--- src/rtl/multicycle_control.sv ---
// Multi-cycle main/ALU control FSM: FETCH, DECODE, EXEC, MEM and WB with memory ready
// handshakes, a wait-state timeout trap and an illegal-opcode trap.
module multicycle_control #(
  parameter int MEM_TIMEOUT  = 15,
  parameter bit ENABLE_JUMPS = 1'b1
) (
  input  logic       clk,
  input  logic       rst,
  input  logic [6:0] opcode,
  input  logic       branch_taken,
  input  logic       mem_ready,
  output logic       mem_req,
  output logic       mem_read,
  output logic       mem_write,
  output logic       mem_addr_sel,
  output logic       ir_write,
  output logic       pc_write,
  output logic [1:0] pc_src,
  output logic       reg_write,
  output logic [1:0] mem_to_reg,
  output logic       alu_src,
  output logic [1:0] alu_op,
  output logic [2:0] imm_type,
  output logic       trap,
  output logic [1:0] trap_cause,
  output logic       instr_retired,
  output logic [2:0] state
);

  typedef enum logic [2:0] {
    S_FETCH  = 3'd0,
    S_DECODE = 3'd1,
    S_EXEC   = 3'd2,
    S_MEM    = 3'd3,
    S_WB     = 3'd4,
    S_TRAP   = 3'd5
  } state_e;

  typedef enum logic [2:0] {
    C_R, C_IALU, C_LOAD, C_STORE, C_BRANCH, C_JAL, C_JALR, C_ILL
  } cls_e;

  localparam logic [6:0] OP_R      = 7'b0110011;
  localparam logic [6:0] OP_IALU   = 7'b0010011;
  localparam logic [6:0] OP_LOAD   = 7'b0000011;
  localparam logic [6:0] OP_STORE  = 7'b0100011;
  localparam logic [6:0] OP_BRANCH = 7'b1100011;
  localparam logic [6:0] OP_JAL    = 7'b1101111;
  localparam logic [6:0] OP_JALR   = 7'b1100111;

  localparam logic [2:0] IMM_I = 3'b000;
  localparam logic [2:0] IMM_S = 3'b001;
  localparam logic [2:0] IMM_B = 3'b010;
  localparam logic [2:0] IMM_J = 3'b100;

  localparam logic [1:0] CAUSE_ILL  = 2'b01;
  localparam logic [1:0] CAUSE_TOUT = 2'b10;

  localparam int          CW    = (MEM_TIMEOUT > 0) ? $clog2(MEM_TIMEOUT + 1) : 1;
  localparam logic [CW-1:0] LIMIT = CW'(MEM_TIMEOUT);
  localparam bit          TOUT_EN = (MEM_TIMEOUT > 0);

  state_e         state_q, state_d;
  cls_e           cls_q, cls_d;
  logic [CW-1:0]  cnt_q, cnt_d;
  logic [1:0]     cause_q, cause_d;

  cls_e           dec_cls;
  logic           wait_st;
  logic           timeout;

  always_comb begin
    dec_cls = C_ILL;
    case (opcode)
      OP_R:      dec_cls = C_R;
      OP_IALU:   dec_cls = C_IALU;
      OP_LOAD:   dec_cls = C_LOAD;
      OP_STORE:  dec_cls = C_STORE;
      OP_BRANCH: dec_cls = C_BRANCH;
      OP_JAL:    dec_cls = ENABLE_JUMPS ? C_JAL  : C_ILL;
      OP_JALR:   dec_cls = ENABLE_JUMPS ? C_JALR : C_ILL;
      default:   dec_cls = C_ILL;
    endcase
  end

  // The counter holds the number of ready-low cycles already seen in this state;
  // a ready-low cycle that finds it at the limit is the one that traps.
  assign wait_st = (state_q == S_FETCH) || (state_q == S_MEM);
  assign timeout = TOUT_EN && wait_st && !mem_ready && (cnt_q == LIMIT);

  always_comb begin
    state_d = state_q;
    cls_d   = cls_q;
    cause_d = cause_q;
    case (state_q)
      S_FETCH:  if (mem_ready) state_d = S_DECODE;
      S_DECODE: begin
        cls_d = dec_cls;
        if (dec_cls == C_ILL) begin
          state_d = S_TRAP;
          cause_d = CAUSE_ILL;
        end else begin
          state_d = S_EXEC;
        end
      end
      S_EXEC: begin
        case (cls_q)
          C_BRANCH:        state_d = S_FETCH;
          C_LOAD, C_STORE: state_d = S_MEM;
          default:         state_d = S_WB;
        endcase
      end
      S_MEM:    if (mem_ready) state_d = (cls_q == C_LOAD) ? S_WB : S_FETCH;
      S_WB:     state_d = S_FETCH;
      S_TRAP:   state_d = S_TRAP;
      default:  state_d = S_FETCH;
    endcase
    if (timeout) begin
      state_d = S_TRAP;
      cause_d = CAUSE_TOUT;
    end
  end

  always_comb begin
    cnt_d = cnt_q;
    if (state_d != state_q) begin
      cnt_d = '0;
    end else if (TOUT_EN && wait_st && !mem_ready && (cnt_q != LIMIT)) begin
      cnt_d = cnt_q + CW'(1);
    end
  end

  always_ff @(posedge clk or posedge rst) begin
    if (rst) begin
      state_q <= S_FETCH;
      cls_q   <= C_R;
      cnt_q   <= '0;
      cause_q <= 2'b00;
    end else begin
      state_q <= state_d;
      cls_q   <= cls_d;
      cnt_q   <= cnt_d;
      cause_q <= cause_d;
    end
  end

  // ALU operand controls shared by EXEC and MEM for the registered class.
  logic       ex_alu_src;
  logic [1:0] ex_alu_op;
  logic [2:0] ex_imm;

  always_comb begin
    ex_alu_src = 1'b0;
    ex_alu_op  = 2'b00;
    ex_imm     = IMM_I;
    case (cls_q)
      C_R:      ex_alu_op = 2'b10;
      C_IALU:   begin ex_alu_src = 1'b1; ex_alu_op = 2'b11; ex_imm = IMM_I; end
      C_LOAD:   begin ex_alu_src = 1'b1; ex_alu_op = 2'b00; ex_imm = IMM_I; end
      C_STORE:  begin ex_alu_src = 1'b1; ex_alu_op = 2'b00; ex_imm = IMM_S; end
      C_BRANCH: begin ex_alu_src = 1'b0; ex_alu_op = 2'b01; ex_imm = IMM_B; end
      C_JAL:    ex_imm = IMM_J;
      C_JALR:   begin ex_alu_src = 1'b1; ex_alu_op = 2'b00; ex_imm = IMM_I; end
      default:  ;
    endcase
  end

  // Gated by rst so nothing reaches the datapath while reset is held.
  always_comb begin
    mem_req       = 1'b0;
    mem_read      = 1'b0;
    mem_write     = 1'b0;
    mem_addr_sel  = 1'b0;
    ir_write      = 1'b0;
    pc_write      = 1'b0;
    pc_src        = 2'b00;
    reg_write     = 1'b0;
    mem_to_reg    = 2'b00;
    alu_src       = 1'b0;
    alu_op        = 2'b00;
    imm_type      = 3'b000;
    trap          = 1'b0;
    trap_cause    = 2'b00;
    instr_retired = 1'b0;
    if (!rst) begin
      case (state_q)
        S_FETCH: begin
          mem_req  = 1'b1;
          mem_read = 1'b1;
          ir_write = mem_ready;
        end
        S_EXEC: begin
          alu_src  = ex_alu_src;
          alu_op   = ex_alu_op;
          imm_type = ex_imm;
          if (cls_q == C_BRANCH) begin
            pc_write      = 1'b1;
            pc_src        = branch_taken ? 2'b01 : 2'b00;
            instr_retired = 1'b1;
          end
        end
        S_MEM: begin
          mem_req      = 1'b1;
          mem_addr_sel = 1'b1;
          mem_read     = (cls_q == C_LOAD);
          mem_write    = (cls_q == C_STORE);
          alu_src      = ex_alu_src;
          alu_op       = ex_alu_op;
          imm_type     = ex_imm;
          if (cls_q == C_STORE && mem_ready) begin
            pc_write      = 1'b1;
            instr_retired = 1'b1;
          end
        end
        S_WB: begin
          reg_write     = 1'b1;
          pc_write      = 1'b1;
          instr_retired = 1'b1;
          case (cls_q)
            C_LOAD: mem_to_reg = 2'b01;
            C_JAL:  begin mem_to_reg = 2'b10; pc_src = 2'b01; end
            C_JALR: begin mem_to_reg = 2'b10; pc_src = 2'b10; alu_src = 1'b1; end
            default: ;
          endcase
        end
        S_TRAP: begin
          trap       = 1'b1;
          trap_cause = cause_q;
        end
        default: ;
      endcase
    end
  end

  assign state = state_q;

endmodule

--- config.mk ---
export PLATFORM = sky130hd
export DESIGN_NAME = multicycle_control
export DESIGN_NICKNAME = d
export VERILOG_FILES = /design/src/rtl/multicycle_control.sv
export SDC_FILE = /design/constraint.sdc
export NUM_CORES = 1
export LEC_CHECK = 0
export CELL_PAD_IN_SITES_DETAIL_PLACEMENT = 0
export CELL_PAD_IN_SITES_GLOBAL_PLACEMENT = 2
export CORE_MARGIN = 3
export CORE_UTILIZATION = 27
export CTS_CLUSTER_DIAMETER = 120
export DETAILED_ROUTE_END_ITERATION = 8
export HOLD_SLACK_MARGIN = 0.06
export PLACE_DENSITY = 0.8
export SYNTH_ARGS = -nofsm -noshare
export SYNTH_HDL_FRONTEND = slang
export SYNTH_SLANG_ARGS = --single-unit
--- constraint.sdc ---
create_clock -name clk -period 4.15 [get_ports clk]
set_clock_uncertainty 0.15 [all_clocks]
set_input_delay 0.83 -clock clk [delete_from_list [all_inputs] [get_ports clk]]
set_output_delay 0.83 -clock clk [all_outputs]
set_load 0.005 [all_outputs]
==> results.ini <==
[global_route]
grt_pass1_wl_mm = 5.10
grt_start_max_net_pins = 22
overflow = 0
grt_pass1_vias = 1050
antenna_found_initial = 0
track_usage_pct = 12.9

[critical_path]
worst-r2r-cell-count = 4
required_ns = 3.17
crit_end = pc_write
arrival_ns = 2.63
critPathKind = in -> out
setup.worst_path.start = rst
r2r_end = cnt_q[0]$_DFFE_PP0P_
cp-end-kind = output port
r2r_slack_ns = 2.09
startpoint_type = input port
path_max_fanout = 5
rr_startpoint = state[2]$_DFF_PP0_

[routing]
drtIter0Drc = 62
drtPass1Iterations = 4
drc = 0
drt_wl_total_mm = 2.92
postRouteAntennaNets = 0
viasPerCell = 5.20
wl_per_cell_microns = 13.8
via_count = 1103

[power_and_ir_drop]
internal_power_mw = 0.356
combPwrFrac_pct = 44.6
power_leakage_nw = 0.523
pwr-share-seq_pct = 33.5
ir_drop_mv = 0.144
powerDensity_mw_per_mm2 = 404
p_clk_share_pct = 21.9
p_switching_mw = 0.247
p_sw_share_pct = 41.0

[sta]
worstMarginPinSlew_ns = 0.672
finalSetupTns_ns = 0
setup_slack_ns = 0.544
setup-violations-final = 0
rsz0062_at_grt = false
fin_crit_sh_pct = 86.9
hold_viol = 0
fmax_ghz = 0.277
whs_ns = 0.321
relSlewSlack_pct = 55.2
period_minus_slack_ns = 3.61
drv_slew = 0

[yosys]
synth_cells = 134
synth_warnings = 0
synth_largest_area_cell = dfrtp_1
syn-cell-area_sq_mm = 0.00108
synth_nets = 146
ys_types = 42
ys.flop_type = dfrtp_1
avgSynthCellArea_sq_um = 8.09
synth_top_area_share_pct = 27.7
synth-edff-count = 0
ys_async_sr_fraction_pct = 100
synth-seq-cells = 12
seq_area_frac_synth_pct = 27.7
netlist_top_cells_area = dfrtp_1 (28%), nor3_1 (5.5%), nand2b_1 (5.2%)

[floorplanning]
io_pins = 35
start_util_pct = 28.7
core-area_sq_mm = 0.00377
die_y_microns = 69.4
die_area_sq_mm = 0.00481
rows = 22
die_w_microns = 69.4

[clocking]
clock-sinks = 12
clk-insertion-delay-late_ns = 0.24
cts-resized-gates = 0
clock_path_buffers = 2
cts.htree.levels = 1
numCtsBuffers = 3
root_buffer = clkbuf_8
clkTransAtPathRegs_ns = 0.06
cts_tree = built
post_cts.repair.setup_buffers = 0
ctsHoldBuffers = 0

[hold_path]
hold_path.class = reg -> reg

[final_layout]
n_fill_cell = 363
area_growth_syn_to_layout_pct = 37.9
num_antenna_cells = 0
nets = 177
seqCellArea_sq_um = 300
fin_util_pct = 39.6
drive_gt1_share_pct = 9.15
multi_input_area_sq_um = 701

[run]
maxCapViolations = 0

[placement]
dp_worst_setup_slack_ns = 0.545
dp_hpwl_mm = 2.25
gp_congestion = 0.743
io_buffers = 34

[outcome]
outcome = finished, final reports clean

power groups by stage:
stage	registers [mW]	logic [mW]	clock network, mW
after floorplan	0.153	0.221	0
after global placement	0.205	0.274	0
after detailed placement	0.204	0.271	0
after CTS	0.201	0.272	0.137
after global routing	0.209	0.302	0.141
final	0.202	0.269	0.132
final cells by class:
class | instances | share of cell area [%]
flip-flops and latches | 12 | 20.1
repair buffers | 36 | 23.8
well taps | 48 | 4.02
multi-input cells | 106 | 46.9
inverters | 6 | 1.51
clock buffers | 4 | 3.69
how the worst min path moves through the flow:
stage                           startpoint                endpoint  slack [ns]  cells past startpoint
floorplan           cause_q[1]$_DFFE_PP0P_  cause_q[1]$_DFFE_PP0P_        0.29                      1
global placement    cause_q[1]$_DFFE_PP0P_  cause_q[1]$_DFFE_PP0P_        0.30                      1
detailed placement  cause_q[1]$_DFFE_PP0P_  cause_q[1]$_DFFE_PP0P_        0.32                      1
CTS                 cause_q[1]$_DFFE_PP0P_  cause_q[1]$_DFFE_PP0P_        0.33                      1
global route        cause_q[1]$_DFFE_PP0P_  cause_q[1]$_DFFE_PP0P_        0.35                      1
finish              cause_q[1]$_DFFE_PP0P_  cause_q[1]$_DFFE_PP0P_        0.32                      1
per-layer routing:
metal,track usage (%),up-vias,wire (microns)
met3,1.45,2,159
met5,0,-,0
met4,7.38,0,40
met1,17.5,514,1300
met2,19.8,36,1420
li1,-,551,-
cell usage in the layout, fill, tap and decap left out, types with 2 or more instances in the layout:
| master | instances |
|---|---|
| a2111oi_2 | 2 |
| a21oi_1 | 8 |
| a31oi_1 | 3 |
| and2_1 | 3 |
| buf_4 | 2 |
| clkbuf_8 | 4 |
| clkdlybuf4s50_1 | 34 |
| dfrtp_1 | 12 |
| inv_1 | 6 |
| mux2i_1 | 2 |
| nand2_1 | 3 |
| nand2b_1 | 9 |
| nand3_1 | 4 |
| nand4b_1 | 2 |
| nor2_1 | 14 |
| nor2b_1 | 5 |
| nor3_1 | 12 |
| nor3_2 | 2 |
| nor4_1 | 6 |
| nor4b_1 | 2 |
| o21ai_0 | 3 |
| o22ai_1 | 2 |
| o31ai_1 | 3 |
| xnor2_1 | 5 |
registers in the layout (all words and copies together) (netlist names):
signal	flops
cause_q	2
state	3
cnt_q	4
cls_q	3
critical path: stages:
cell	delay (ns)
clkdlybuf4s50_1	0.48
nand4bb_1	0.27
nor2_1	0.21
a31oi_1	0.11
o21ai_1	0.20
clkdlybuf4s50_1	0.53
stage by stage:
stage	cell area, sq um	cells	total power [mW]
2_1_floorplan	1080	134	0.374
3_3_place_gp	1440	208	0.479
3_5_place_dp	1440	208	0.475
4_1_cts	1490	212	0.611
5_1_grt	1490	212	0.652
6_report	1490	212	0.603
synthesized netlist by cell type (3+ instances only):
| master | n |
|---|---|
| o21ai_0 | 3 |
| nor2_1 | 14 |
| xnor2_1 | 5 |
| a21oi_1 | 8 |
| nor2b_1 | 5 |
| clkbuf_1 | 3 |
| nand2b_1 | 9 |
| buf_2 | 3 |
| a31oi_1 | 3 |
| nand3_1 | 4 |
| nor3_1 | 12 |
| inv_1 | 6 |
| dfrtp_1 | 12 |
| nand2_1 | 3 |
| o31ai_1 | 3 |
| nor4_1 | 6 |
| and2_1 | 3 |
cell families after synthesis:
family,synth area share [%]
buffers and inverters,7.62
adder cells (fa/ha/maj),1.15
XOR/XNOR,5.54
flip-flops,27.7
AO/OA/AOI/OAI,17.6
AND/OR/NAND/NOR,38.6
multiplexers,1.85
(Power assumes the default switching activity.)
